### src/rtl/delay_ctrl_pkg.sv
// rtl/delay_ctrl_pkg.sv - shared state encodings and width helper for the delay line controller
// Contents: ST_IDLE/ST_FLUSH/ST_FILL/ST_RUN state constants, addr_width() derivation.
package delay_ctrl_pkg;

    localparam logic [1:0] ST_IDLE  = 2'd0;
    localparam logic [1:0] ST_FLUSH = 2'd1;
    localparam logic [1:0] ST_FILL  = 2'd2;
    localparam logic [1:0] ST_RUN   = 2'd3;

    // Address width for a shift register of max_length taps; never below 1 bit.
    function automatic int addr_width(input int max_length);
        return (max_length > 1) ? $clog2(max_length) : 1;
    endfunction

endpackage

### src/rtl/delay_fill_counter.sv
// rtl/delay_fill_counter.sv - saturating count of samples shifted since the last flush
// Ports: clock, reset (sync, active-high), clear, inc, length in;
//        count (saturates at MAX_LENGTH), ge_length (count after this cycle's inc >= length) out.
module delay_fill_counter
    import delay_ctrl_pkg::*;
#(
    parameter  int MAX_LENGTH = 32,
    localparam int ADDR_WIDTH = addr_width(MAX_LENGTH)
) (
    input  logic                  clock,
    input  logic                  reset,
    input  logic                  clear,
    input  logic                  inc,
    input  logic [ADDR_WIDTH-1:0] length,
    output logic [ADDR_WIDTH:0]   count,
    output logic                  ge_length
);

    localparam logic [ADDR_WIDTH:0] COUNT_MAX = (ADDR_WIDTH + 1)'(MAX_LENGTH);
    localparam logic [ADDR_WIDTH:0] COUNT_ONE = (ADDR_WIDTH + 1)'(1);

    logic                at_max;
    logic [ADDR_WIDTH:0] count_next;

    assign at_max     = (count == COUNT_MAX);
    assign count_next = (inc && !at_max) ? (count + COUNT_ONE) : count;

    // Looks at the post-increment value so the FSM can act on the very
    // enable that completes the fill, in step with the data_out update.
    assign ge_length  = (count_next >= {1'b0, length});

    always_ff @(posedge clock) begin
        if (reset || clear) begin
            count <= '0;
        end else begin
            count <= count_next;
        end
    end

endmodule

### src/rtl/delay_line_controller.sv
// rtl/delay_line_controller.sv - sequences a shift_register_parallel delay line: gating, length config, flush, valid flag
// Optional feature macro: DELAY_CTRL_HITLESS_EN (length changes in FILL/RUN without flushing).
// Ports: clock, reset (sync, active-high), run, sample_valid, cfg_length, cfg_req in;
//        cfg_ack, cfg_err, sr_reset, sr_enable, sr_length, out_valid, out_strobe, fill_count out.
module delay_line_controller
    import delay_ctrl_pkg::*;
#(
    parameter  int MAX_LENGTH = 32,
    localparam int ADDR_WIDTH = addr_width(MAX_LENGTH)
) (
    input  logic                  clock,
    input  logic                  reset,
    input  logic                  run,
    input  logic                  sample_valid,
    input  logic [ADDR_WIDTH-1:0] cfg_length,
    input  logic                  cfg_req,
    output logic                  cfg_ack,
    output logic                  cfg_err,
    output logic                  sr_reset,
    output logic                  sr_enable,
    output logic [ADDR_WIDTH-1:0] sr_length,
    output logic                  out_valid,
    output logic                  out_strobe,
    output logic [ADDR_WIDTH:0]   fill_count
);

    localparam logic [ADDR_WIDTH-1:0] LEN_ONE = ADDR_WIDTH'(1);

    logic [1:0]            state;
    logic [1:0]            state_next;
    logic                  out_valid_next;
    logic [ADDR_WIDTH-1:0] sr_length_next;
    logic                  cfg_take;
    logic                  cfg_valid_take;
    logic                  fill_ge_length;

    // A held cfg_req is taken once per ack; if still high the cycle after
    // the ack it counts as a fresh request.
    assign cfg_take       = cfg_req && !cfg_ack;
    assign cfg_valid_take = cfg_take && (cfg_length != '0);

    assign sr_enable = sample_valid && run && ((state == ST_FILL) || (state == ST_RUN));
    assign sr_reset  = (state == ST_FLUSH);

    delay_fill_counter #(
        .MAX_LENGTH (MAX_LENGTH)
    ) u_fill_counter (
        .clock      (clock),
        .reset      (reset),
        .clear      (sr_reset),
        .inc        (sr_enable),
        .length     (sr_length),
        .count      (fill_count),
        .ge_length  (fill_ge_length)
    );

    always_comb begin
        state_next     = state;
        out_valid_next = out_valid;
        sr_length_next = sr_length;

        if (cfg_valid_take) begin
            sr_length_next = cfg_length;
        end

        case (state)
            ST_IDLE: begin
                // Config in IDLE only retargets the length; the later run
                // rising edge flushes anyway.
                if (run) begin
                    state_next = ST_FLUSH;
                end
            end
            ST_FLUSH: begin
                // A request landing here just updates the length: the line
                // is already empty, so no second flush is needed.
                out_valid_next = 1'b0;
                state_next     = ST_FILL;
            end
            ST_FILL, ST_RUN: begin
                if (cfg_valid_take) begin
`ifdef DELAY_CTRL_HITLESS_EN
                    // All taps keep shifting, so enough history may already
                    // exist for the new length.
                    if (fill_count >= {1'b0, cfg_length}) begin
                        state_next     = ST_RUN;
                        out_valid_next = 1'b1;
                    end else begin
                        state_next     = ST_FILL;
                        out_valid_next = 1'b0;
                    end
`else
                    state_next     = ST_FLUSH;
                    out_valid_next = 1'b0;
`endif
                end else if ((state == ST_FILL) && sr_enable && fill_ge_length) begin
                    state_next     = ST_RUN;
                    out_valid_next = 1'b1;
                end
            end
            default: begin
                state_next     = ST_IDLE;
                out_valid_next = 1'b0;
            end
        endcase

        // run low overrides everything, including a same-cycle config accept
        // (whose length update above still stands).
        if ((state != ST_IDLE) && !run) begin
            state_next     = ST_IDLE;
            out_valid_next = 1'b0;
        end
    end

    always_ff @(posedge clock) begin
        if (reset) begin
            state      <= ST_IDLE;
            sr_length  <= LEN_ONE;
            cfg_ack    <= 1'b0;
            cfg_err    <= 1'b0;
            out_valid  <= 1'b0;
            out_strobe <= 1'b0;
        end else begin
            state      <= state_next;
            sr_length  <= sr_length_next;
            cfg_ack    <= cfg_take;
            cfg_err    <= cfg_take && (cfg_length == '0);
            out_valid  <= out_valid_next;
            out_strobe <= sr_enable && out_valid_next;
        end
    end

endmodule

### config.mk
export PLATFORM = sky130hd
export DESIGN_NAME = delay_line_controller
export DESIGN_NICKNAME = d
export VERILOG_FILES = /design/src/rtl/delay_ctrl_pkg.sv /design/src/rtl/delay_fill_counter.sv /design/src/rtl/delay_line_controller.sv
export SDC_FILE = /design/constraint.sdc
export NUM_CORES = 1
export LEC_CHECK = 0
export BUFFER_PORTS_ARGS = -buffer_cell sky130_fd_sc_hd__buf_2
export CAP_MARGIN = 5
export CORE_MARGIN = 2
export CORE_UTILIZATION = 54
export CTS_CLUSTER_SIZE = 28
export DETAILED_ROUTE_END_ITERATION = 16
export PLACE_DENSITY = 0.89
export SYNTH_ARGS = -nofsm -noshare
export SYNTH_HDL_FRONTEND = slang
export SYNTH_HIERARCHICAL = 1
export SYNTH_SLANG_ARGS = --single-unit
export TNS_END_PERCENT = 50
### constraint.sdc
create_clock -name clock -period 7.62 [get_ports clock]
set_input_delay 0.381 -clock clock [delete_from_list [all_inputs] [get_ports clock]]
set_output_delay 0.381 -clock clock [all_outputs]
set_load 0.005 [all_outputs]
==> results of run 1 <==
[cells in the final DEF, fill, tap and decap left out, types with 2 or more instances in the layout]
cell / Yosys / routed
dfxtp_1: 17 / 17
inv_1: 7 / 7
nor2b_1: 4 / 4
nor2_1: 3 / 3
clkbuf_4: 0 / 3
nand2b_1: 7 / 7
nand3_1: 3 / 3
nand2_1: 6 / 6
ha_1: 7 / 7
nand3b_1: 4 / 4
mux2i_1: 2 / 2
a21oi_1: 2 / 2
and2_1: 2 / 2
xnor2_1: 3 / 3
o21ai_0: 6 / 6
nand4_1: 2 / 2
buf_2: 0 / 26
[worst min path at each step]
stage	end	slack (ns)	cells past startpoint
after global placement	sr_length[4]	0.47	2
after global routing	cfg_err	0.29	2
after CTS	cfg_err	0.30	2
after detailed placement	sr_length[4]	0.47	2
after floorplan	cfg_err	0.46	1
final	cfg_err	0.31	2
[cell families (layout without fill, tap and decap cells)]
group / Yosys count / count (layout) / share of synthesized area (%)
mux: 3 / 3 / 3.68
compound gates: 23 / 23 / 21.2
xor+xnor: 3 / 3 / 2.76
flops: 17 / 17 / 35.8
simple gates: 38 / 38 / 24.2
buf+inv: 8 / 37 / 3.16
fa+ha+maj: 7 / 7 / 9.21
[routing by layer]
layer	track usage, %	vias up
met1	24.9	374
met5	0	-
li1	-	420
met4	9.71	0
met3	5.16	2
met2	36.4	14
[through the flow]
stage / utilization (%) / total power, W
after floorplan: - / 0.000109
after global placement: 65.0 / 0.000117
after detailed placement: 65.0 / 0.000118
after CTS: 66.6 / 0.000165
after global routing: 66.6 / 0.000172
final: 66.6 / 0.000163
[power by group through the flow]
stage	combinational [W]	sequential, W	clock [W]
2_1_floorplan	0.0000131	0.0000959	0
3_3_place_gp	0.0000210	0.0000959	0
3_5_place_dp	0.0000217	0.0000959	0
4_1_cts	0.0000218	0.0000938	0.0000489
5_1_grt	0.0000245	0.0000943	0.0000529
6_report	0.0000219	0.0000939	0.0000473
[layout make-up]
class / count / area (µm²)
clock buffers: 4 / 26.3
repair buffers: 26 / 130
multi-input cells: 74 / 581
inverters: 7 / 26.3
well taps: 17 / 21.3
flip-flops and latches: 17 / 340
fillers: 139 / 564
[sequential cells by signal, indices dropped and copies added (netlist names)]
register              cells
sr_length                 5
out_strobe                1
state                     2
u_fill_counter/count      6
cfg_ack                   1
out_valid                 1
cfg_err                   1
==> flow_metrics.tcl, run 1 <==
set metrics [dict create \
    status "finished clean" \
    critPathKind "flop to flop" \
    highest_layer "met4" \
    crit_chain "inv_1, ha_1, and4bb_4, a21boi_4, mux2_4, ha_1, a31oi_1, o2111ai_1, nor2b_1, o21ai_0, a2111oi_4" \
    synth_area_um2 951 \
    dieArea_mm2 0.00211 \
    wl_met2_um 1000 \
    hold_violations 0 \
    power_frac_clock_pct 29.0 \
    wl_per_cell_um 13.6 \
    final_area_mm2 0.00112 \
    end_kind "flop" \
    die_height_um 46.0 \
    place_area_mm2 0.00110 \
    synthTopCellsByCount "dfxtp_1 (17), ha_1 (7), inv_1 (7), nand2b_1 (7)" \
    worstMarginPinSlew_ns 0.525 \
    die_w_um 46.0 \
    timing.rr.end "out_strobe" \
    cts_buffers 3 \
    fin_setup_tns_ns 0 \
    swShare_pct 25.3 \
    worstHoldStart "cfg_length[0]" \
    ys_types 39 \
    worstSetupEndpoint "out_strobe" \
    path_delay_family "compound AO/OA/AOI/OAI gates" \
    gp_congestion 0.759 \
    grt_pass1_wl_um 3180 \
    ys_seq_area_share_pct 35.8 \
    grt_max_degree 16 \
    startpoint_type "flop" \
    r2r_cells 11 \
    yosysMostFrequentCell "dfxtp_1" \
    ys_warn_count 6 \
    clkLatencyLatePin_ns 0.28 \
    htreeDepth 1 \
    initial_utilization_pct 56.3 \
    n_antenna_cell 0 \
    io_buffers 26 \
    finalSetupViolations 0 \
    cp_num_buf_inv 1 \
    path_clk_slew_ns 0.10 \
    ctsResizeCount 0 \
    viasPerCell 5.59 \
    overflow 0 \
    p_sw_w 0.0000412 \
    skew_ns 0.00390 \
    grt_pass1_vias 762 \
    grt_antenna_before_repair 0 \
    stdcell_count 145 \
    drc 0 \
    r2r_slack_ns 4.72 \
    grtUsageTotal_pct 21.4 \
    layout_min_cycle_time_ns 2.90 \
    slew_violations 0 \
    synth_top_area_share_pct 35.8 \
    area_growth_pct 18.3 \
    clockBufferDepth 2 \
    numClockSinks 17 \
    leakage_nw 0.479 \
    ios 27 \
    synth_edf_count 0 \
    synthCells 99 \
    row_count 15 \
    firstDrtPassIters 4 \
    crit_path_frequent_cell "ha_1" \
    async_reset_ff_share_pct 0 \
    r2r-start "u_fill_counter/count[0]" \
    holdWs_ns 0.313 \
    max_freq_ghz 0.345 \
    cts_tree "built" \
    dp_slack_ns 4.78 \
    max-slew-margin-rel_pct 64.9 \
    postCtsHoldBufs 0 \
    critical-path-slowest-cell "dfxtp_1" \
    yosys.area.top_type "dfxtp_1" \
    critPathRequiredTime_ns 7.81 \
    power_density_mw_per_mm2 145 \
    drt_iter0_drc 9 \
    final_nets 146 \
    synth_nets 116 \
    yosys-top-cells-area "dfxtp_1 (36%), ha_1 (9.2%), nand2b_1 (4.6%)" \
    path_max_fanout 7 \
    cts_setup_buffers 0 \
    p_seq_share_pct 57.6 \
    internal_power_w 0.000122 \
    cp_data_arrival_time_ns 3.09 \
    power_frac_comb_pct 13.4 \
    routed-wl-met3_um 65 \
    rsz0062_at_grt "false" \
    placed_cells 141 \
    slowest_delay_ns 0.47 \
    synth_ff_type "dfxtp_1" \
    layout-drive-gt1-share_pct 28.9 \
    hold_path_class "input port to flop" \
    syn_avg_cell_area_um2 9.61 \
    cp.depth 11 \
    wl_met1_um 884 \
    vias 810 \
    startpoint "u_fill_counter/count[0]" \
    totalWireLength_um 1970 \
    maxCapViolations 0 \
    setup_slack_ns 4.72 \
    place_hpwl_um 1530 \
    synth-seq-cells 17 \
    fin_crit_sh_pct 38.0 \
    vdd_ir_drop_max_uv 108 \
    ant_nets 0 \
    cts-root-buf "clkbuf_4" \
    core-area_mm2 0.00169 \
]
(Power assumes the default switching activity.)
==> run 2, diff against run 1 <==
--- a/config.mk
+++ b/config.mk
@@ -5,13 +5,14 @@
 export SDC_FILE = /design/constraint.sdc
 export NUM_CORES = 1
 export LEC_CHECK = 0
+export ABC_AREA = 1
 export BUFFER_PORTS_ARGS = -buffer_cell sky130_fd_sc_hd__buf_2
 export CAP_MARGIN = 5
 export CORE_MARGIN = 2
-export CORE_UTILIZATION = 54
+export CORE_UTILIZATION = 50
 export CTS_CLUSTER_SIZE = 28
 export DETAILED_ROUTE_END_ITERATION = 16
-export PLACE_DENSITY = 0.89
+export PLACE_DENSITY = 0.84
 export SYNTH_ARGS = -nofsm -noshare
 export SYNTH_HDL_FRONTEND = slang
 export SYNTH_HIERARCHICAL = 1
==> constraint.sdc (replaced) <==
create_clock -name clock -period 2.91 [get_ports clock]
set_input_delay 0.1455 -clock clock [delete_from_list [all_inputs] [get_ports clock]]
set_output_delay 0.1455 -clock clock [all_outputs]
set_load 0.005 [all_outputs]
==> flow_metrics.tcl, run 2 <==
set metrics [dict create \
    synth_nets 151 \
    place_hpwl_um 1460 \
    gp_congestion 0.765 \
    initial_utilization_pct 54.0 \
    viasPerCell 4.60 \
    fin_crit_sh_pct 82.0 \
    final_nets 181 \
    timing.rr.end "out_valid" \
    wl_per_cell_um 9.49 \
    finalSetupViolations 0 \
    critical-path-slowest-cell "dfxtp_1" \
    synth_edf_count 0 \
    htreeDepth 1 \
    cts_setup_buffers 0 \
    ctsResizeCount 0 \
    largest_registers "u_fill_counter/count (6), sr_length (5), state (2)" \
    skew_ns 0.00117 \
    io_buffers 26 \
    highest_layer "met4" \
    slew_violations 0 \
    worstSetupEndpoint "out_valid" \
    totalWireLength_um 1780 \
    critPathKind "flop to flop" \
    final_common_cell "nand2_1" \
    routed-wl-met3_um 110 \
    vias 865 \
    yosys.area.top_type "dfxtp_1" \
    slowest_delay_ns 0.46 \
    status "finished clean" \
    end_kind "flop" \
    rsz0062_at_grt "false" \
    dieArea_mm2 0.00225 \
    r2r_cells 19 \
    layout_min_cycle_time_ns 2.39 \
    startpoint_type "flop" \
    synthCells 134 \
    numClockSinks 17 \
    grt_pass1_wl_um 2830 \
    ios 27 \
    maxCapViolations 0 \
    r2r-start "u_fill_counter/count[0]" \
    die_height_um 47.4 \
    drc 0 \
    fin_setup_tns_ns 0 \
    syn_avg_cell_area_um2 7.03 \
    yosysMostFrequentCell "nand2_1" \
    synthTopCellsByCount "nand2_1 (35), inv_1 (25), dfxtp_1 (17)" \
    power_density_mw_per_mm2 391 \
    grt_pass1_vias 722 \
    clockBufferDepth 2 \
    core-area_mm2 0.00175 \
    drt_iter0_drc 27 \
    grtUsageTotal_pct 18.4 \
    overflow 0 \
    leakage_nw 0.628 \
    area_growth_pct 19.5 \
    final_cell_mix "nand2_1 (35), buf_2 (26), inv_1 (25)" \
    vdd_ir_drop_max_uv 269 \
    synth-seq-cells 17 \
    worstMarginPinSlew_ns 0.241 \
    final_area_mm2 0.00113 \
    largest_register_ffs 6 \
    path_max_fanout 7 \
    cts_buffers 3 \
    max_freq_ghz 0.419 \
    cp_data_arrival_time_ns 2.58 \
    startpoint "u_fill_counter/count[0]" \
    ys_warn_count 6 \
    ant_nets 0 \
    cts_tree "built" \
    ys_seq_area_share_pct 36.1 \
    firstDrtPassIters 4 \
    synth_ff_type "dfxtp_1" \
    r2r_slack_ns 0.52 \
    clkLatencyLatePin_ns 0.28 \
    synth_area_um2 942 \
    critPathRequiredTime_ns 3.10 \
    wl_met1_um 804 \
    layout-drive-gt1-share_pct 23.9 \
    path_clk_slew_ns 0.09 \
    hold_path_class "input port to flop" \
    die_w_um 47.4 \
    n_antenna_cell 0 \
    ys_types 23 \
    crit_chain "inv_1, ha_1, nand2_1, inv_1, nand3_2, nand2_4, inv_4, nand2_1, o21ai_1, inv_1, ha_1, a21oi_1, nand2_1, a21oi_1, nand2_1, nand2_2, o21bai_2, nand3_2, inv_1" \
    wl_met2_um 853 \
    cts-root-buf "clkbuf_4" \
    grt_max_degree 10 \
    grt_antenna_before_repair 0 \
    postCtsHoldBufs 0 \
    async_reset_ff_share_pct 0 \
    place_area_mm2 0.00110 \
    yosys-top-cells-area "dfxtp_1 (36%), nand2_1 (14%), inv_1 (10%)" \
    hold_violations 0 \
    row_count 15 \
    synth_top_area_share_pct 36.1 \
    largest_register "u_fill_counter/count" \
    max-slew-margin-rel_pct 83.9 \
]
run 2: cell count changes in the layout (fill, tap and decap cells not counted), sizes merged, moves of 3 or more:
| cell | previous run | this run |
|---|---|---|
| nand3 | 3 | 12 |
| nand2b | 7 | 0 |
| a21oi | 2 | 6 |
| xor2 | 0 | 3 |
| nand3b | 4 | 0 |
| nor2b | 4 | 0 |
| nand2 | 6 | 38 |
| nor2 | 3 | 14 |
| inv | 7 | 26 |
| o21ai | 7 | 4 |
run 2: through the flow:
| step | setup slack [ns] | util (%) | hold slack, ns | cells | power (W) |
|---|---|---|---|---|---|
| after global placement | 0.655 | 63.0 | 0.358 | 184 | 0.000321 |
| after detailed placement | 0.529 | 63.0 | 0.360 | 184 | 0.000323 |
| after floorplan | 0.761 | - | 0.256 | 134 | 0.000299 |
| after global routing | 0.317 | 64.5 | 0.0617 | 188 | 0.000471 |
| final | 0.523 | 64.5 | 0.0618 | 188 | 0.000441 |
| after CTS | 0.513 | 64.5 | 0.0491 | 188 | 0.000448 |
run 2: worst min path at each step:
stage / endpoint / slack [ns] / start / cells past startpoint
after floorplan: sr_length[1] / 0.26 / cfg_length[1] / 2
after global placement: sr_length[3] / 0.36 / cfg_length[3] / 3
after detailed placement: sr_length[2] / 0.36 / cfg_length[2] / 3
after CTS: sr_length[2] / 0.05 / cfg_length[2] / 3
after global routing: sr_length[2] / 0.06 / cfg_length[2] / 3
final: sr_length[3] / 0.06 / cfg_length[3] / 3
run 2: per-layer routing:
layer | vias to the layer above | GRT usage, %
li1 | 469 | -
met1 | 363 | 23.5
met4 | 0 | 10.0
met3 | 2 | 4.53
met2 | 31 | 28.6
met5 | - | 0
run 2: critical path: cells and delay by family (launching register included):
family	cells	cell delay, ns
buf+inv	5	0.33
simple gates	8	0.59
compound gates	4	0.44
flops	1	0.46
fa+ha+maj	2	0.49
run 2: cell type report:
type	count	area [µm²]
clock buffer	4	26.3
fill	155	619
inverter	26	100
multi-input combinational	90	498
sequential	17	340
tap	25	31.3
timing repair buffer	26	130
run 2: kinds of logic after synthesis:
logic type | after synthesis | share of synthesized area (%)
compound gates | 12 | 7.30
xor+xnor | 4 | 3.72
fa+ha+maj | 7 | 9.30
buf+inv | 27 | 11.0
flops | 17 | 36.1
simple gates | 67 | 32.5
run 2: power by group:
group / internal [W] / leakage, nW / switching, W
sequential: 0.000241 / 0.139 / 0.00000877
combinational: 0.0000286 / 0.474 / 0.0000390
clock: 0.0000533 / 0.0150 / 0.0000695
total: 0.000323 / 0.628 / 0.000117
==> run 3, diff against run 2 <==
==> constraint.sdc (replaced) <==
create_clock -name clock -period 2.2 [get_ports clock]
set_input_delay 0.11 -clock clock [delete_from_list [all_inputs] [get_ports clock]]
set_output_delay 0.11 -clock clock [all_outputs]
set_load 0.005 [all_outputs]
==> flow_metrics.tcl, run 3 (synthesis gave the netlist of run 2 again) <==
set metrics [dict create \
    critPathRequiredTime_ns 2.41 \
    ant_nets 0 \
    setup_slack_ns 0.0632 \
    r2r_slack_ns 0.06 \
    overflow 0 \
    grtUsageTotal_pct 20.2 \
    final_area_mm2 0.00121 \
    viasPerCell 4.85 \
    routed-wl-met3_um 89 \
    grt_pass1_wl_um 3110 \
    vdd_ir_drop_max_uv 424 \
    crit_path_frequent_cell "nand2_1" \
    row_count 15 \
    leakage_nw 0.663 \
    hold_violations 0 \
    clockBufferDepth 2 \
    skew_ns 0.00476 \
    postCtsHoldBufs 0 \
    highest_layer "met4" \
    final_cell_mix "nand2_1 (35), buf_2 (26), inv_1 (24)" \
    critPathKind "flop to flop" \
    final_common_cell "nand2_1" \
    cts_buffers 3 \
    die_w_um 47.4 \
    max-slew-margin-rel_pct 84.0 \
    rsz0062_at_grt "true" \
    area_growth_pct 28.2 \
    power_density_mw_per_mm2 500 \
    r2r_cells 21 \
    slowest_delay_ns 0.34 \
    ios 27 \
    wl_met2_um 1090 \
    n_antenna_cell 0 \
    status "finished clean" \
    path_max_fanout 7 \
    internal_power_w 0.000431 \
    core-area_mm2 0.00175 \
    layout_min_cycle_time_ns 2.14 \
    max_freq_ghz 0.468 \
    largest_register "u_fill_counter/count" \
    r2r-start "u_fill_counter/count[0]" \
    worstHoldStart "cfg_length[2]" \
    critical-path-slowest-cell "dfxtp_2" \
    layout-drive-gt1-share_pct 31.4 \
    slew_violations 0 \
    power_frac_comb_pct 17.0 \
    p_sw_w 0.000173 \
    firstDrtPassIters 4 \
    io_buffers 26 \
    drt_iter0_drc 15 \
    cts_tree "built" \
    clkLatencyLatePin_ns 0.30 \
    cp_num_buf_inv 6 \
    end_kind "flop" \
    largest_register_ffs 6 \
    path_clk_slew_ns 0.10 \
    grt_max_degree 11 \
    place_hpwl_um 1590 \
    hold_path_class "input port to flop" \
    cts-root-buf "clkbuf_4" \
    maxCapViolations 0 \
    final_nets 187 \
    timing.rr.end "out_valid" \
    crit_chain "inv_1, ha_1, nand2_1, inv_1, nand3_2, nand2_4, inv_6, nand2_1, o21ai_2, inv_1, ha_1, nand2_1, inv_1, nand2_1, nand2_1, a21oi_2, nand2_1, nand2_2, o21bai_2, nand3_2, inv_1" \
    power_frac_clock_pct 28.4 \
    cp_data_arrival_time_ns 2.34 \
    grt_antenna_before_repair 0 \
    placed_cells 188 \
    numClockSinks 17 \
    hold_path_end "sr_length[2]" \
    worstMarginPinSlew_ns 0.240 \
    drc 0 \
    wl_met1_um 852 \
    die_height_um 47.4 \
    path_delay_family "simple AND/OR/NAND/NOR gates" \
    totalWireLength_um 2070 \
    p_seq_share_pct 54.7 \
    stdcell_count 194 \
    place_area_mm2 0.00113 \
    whs_path_depth 3 \
    swShare_pct 28.6 \
    startpoint_type "flop" \
    initial_utilization_pct 54.0 \
    vias 941 \
    fin_setup_tns_ns 0 \
    wl_per_cell_um 10.7 \
    dp_slack_ns 0.00261 \
    htreeDepth 1 \
    finalSetupViolations 0 \
    largest_registers "u_fill_counter/count (6), sr_length (5), state (2)" \
    grt_pass1_vias 818 \
    gp_congestion 0.778 \
    dieArea_mm2 0.00225 \
    fin_crit_sh_pct 97.1 \
]
## run 3: area by class of cell
class	instances	area (µm²)
clock buffers	3	22.5
inverters	26	103
clock inverters	1	5.00
multi-input cells	90	529
well taps	25	31.3
repair buffers	32	175
fillers	156	538
flip-flops and latches	17	342
## run 3: layer usage
metal | vias to the layer above | global-route usage [%]
li1 | 480 | -
met1 | 427 | 20.8
met2 | 30 | 37.0
met3 | 4 | 3.02
met4 | 0 | 13.9
met5 | - | 0
## run 3: what timing repair did
item                       in CTS  in global routing
pin swaps                       0                  2
setup buffers                   0                  2
setup endpoints to repair       2                  3
resized for setup               2                  6
## run 3: worst max-delay path by stage
stage                                        from         end  slack (ns)  cells after the start
after CTS                 u_fill_counter/count[0]   out_valid        0.02                     21
after floorplan           u_fill_counter/count[0]   out_valid        0.05                     19
after global routing      u_fill_counter/count[0]  out_strobe       -0.11                     21
after global placement    u_fill_counter/count[0]   out_valid        0.09                     19
final                     u_fill_counter/count[0]   out_valid        0.06                     21
after detailed placement  u_fill_counter/count[0]   out_valid       0.003                     21
## run 3: power groups by stage
stage          sequential, W  clock (W)  combinational (W)
2_1_floorplan       0.000337          0          0.0000587
3_3_place_gp        0.000336          0          0.0000913
3_5_place_dp        0.000337          0          0.0000955
4_1_cts             0.000330   0.000172          0.0000971
5_1_grt             0.000332   0.000182           0.000117
6_report            0.000330   0.000171           0.000103
## run 3: tightest hold or removal path, stage by stage
cell and delay (ns):
buf_2 0.09, nand2_1 0.04, nand2_1 0.05
## run 3: per-stage QoR
| stage | utilization, % | power [W] | hold WS, ns |
|---|---|---|---|
| 6_report | 69.2 | 0.000604 | 0.0159 |
| 5_1_grt | 69.2 | 0.000631 | 0.0467 |
| 4_1_cts | 66.6 | 0.000599 | 0.0131 |
| 3_5_place_dp | 64.7 | 0.000432 | 0.323 |
| 3_3_place_gp | 64.7 | 0.000427 | 0.324 |
| 2_1_floorplan | - | 0.000396 | 0.221 |
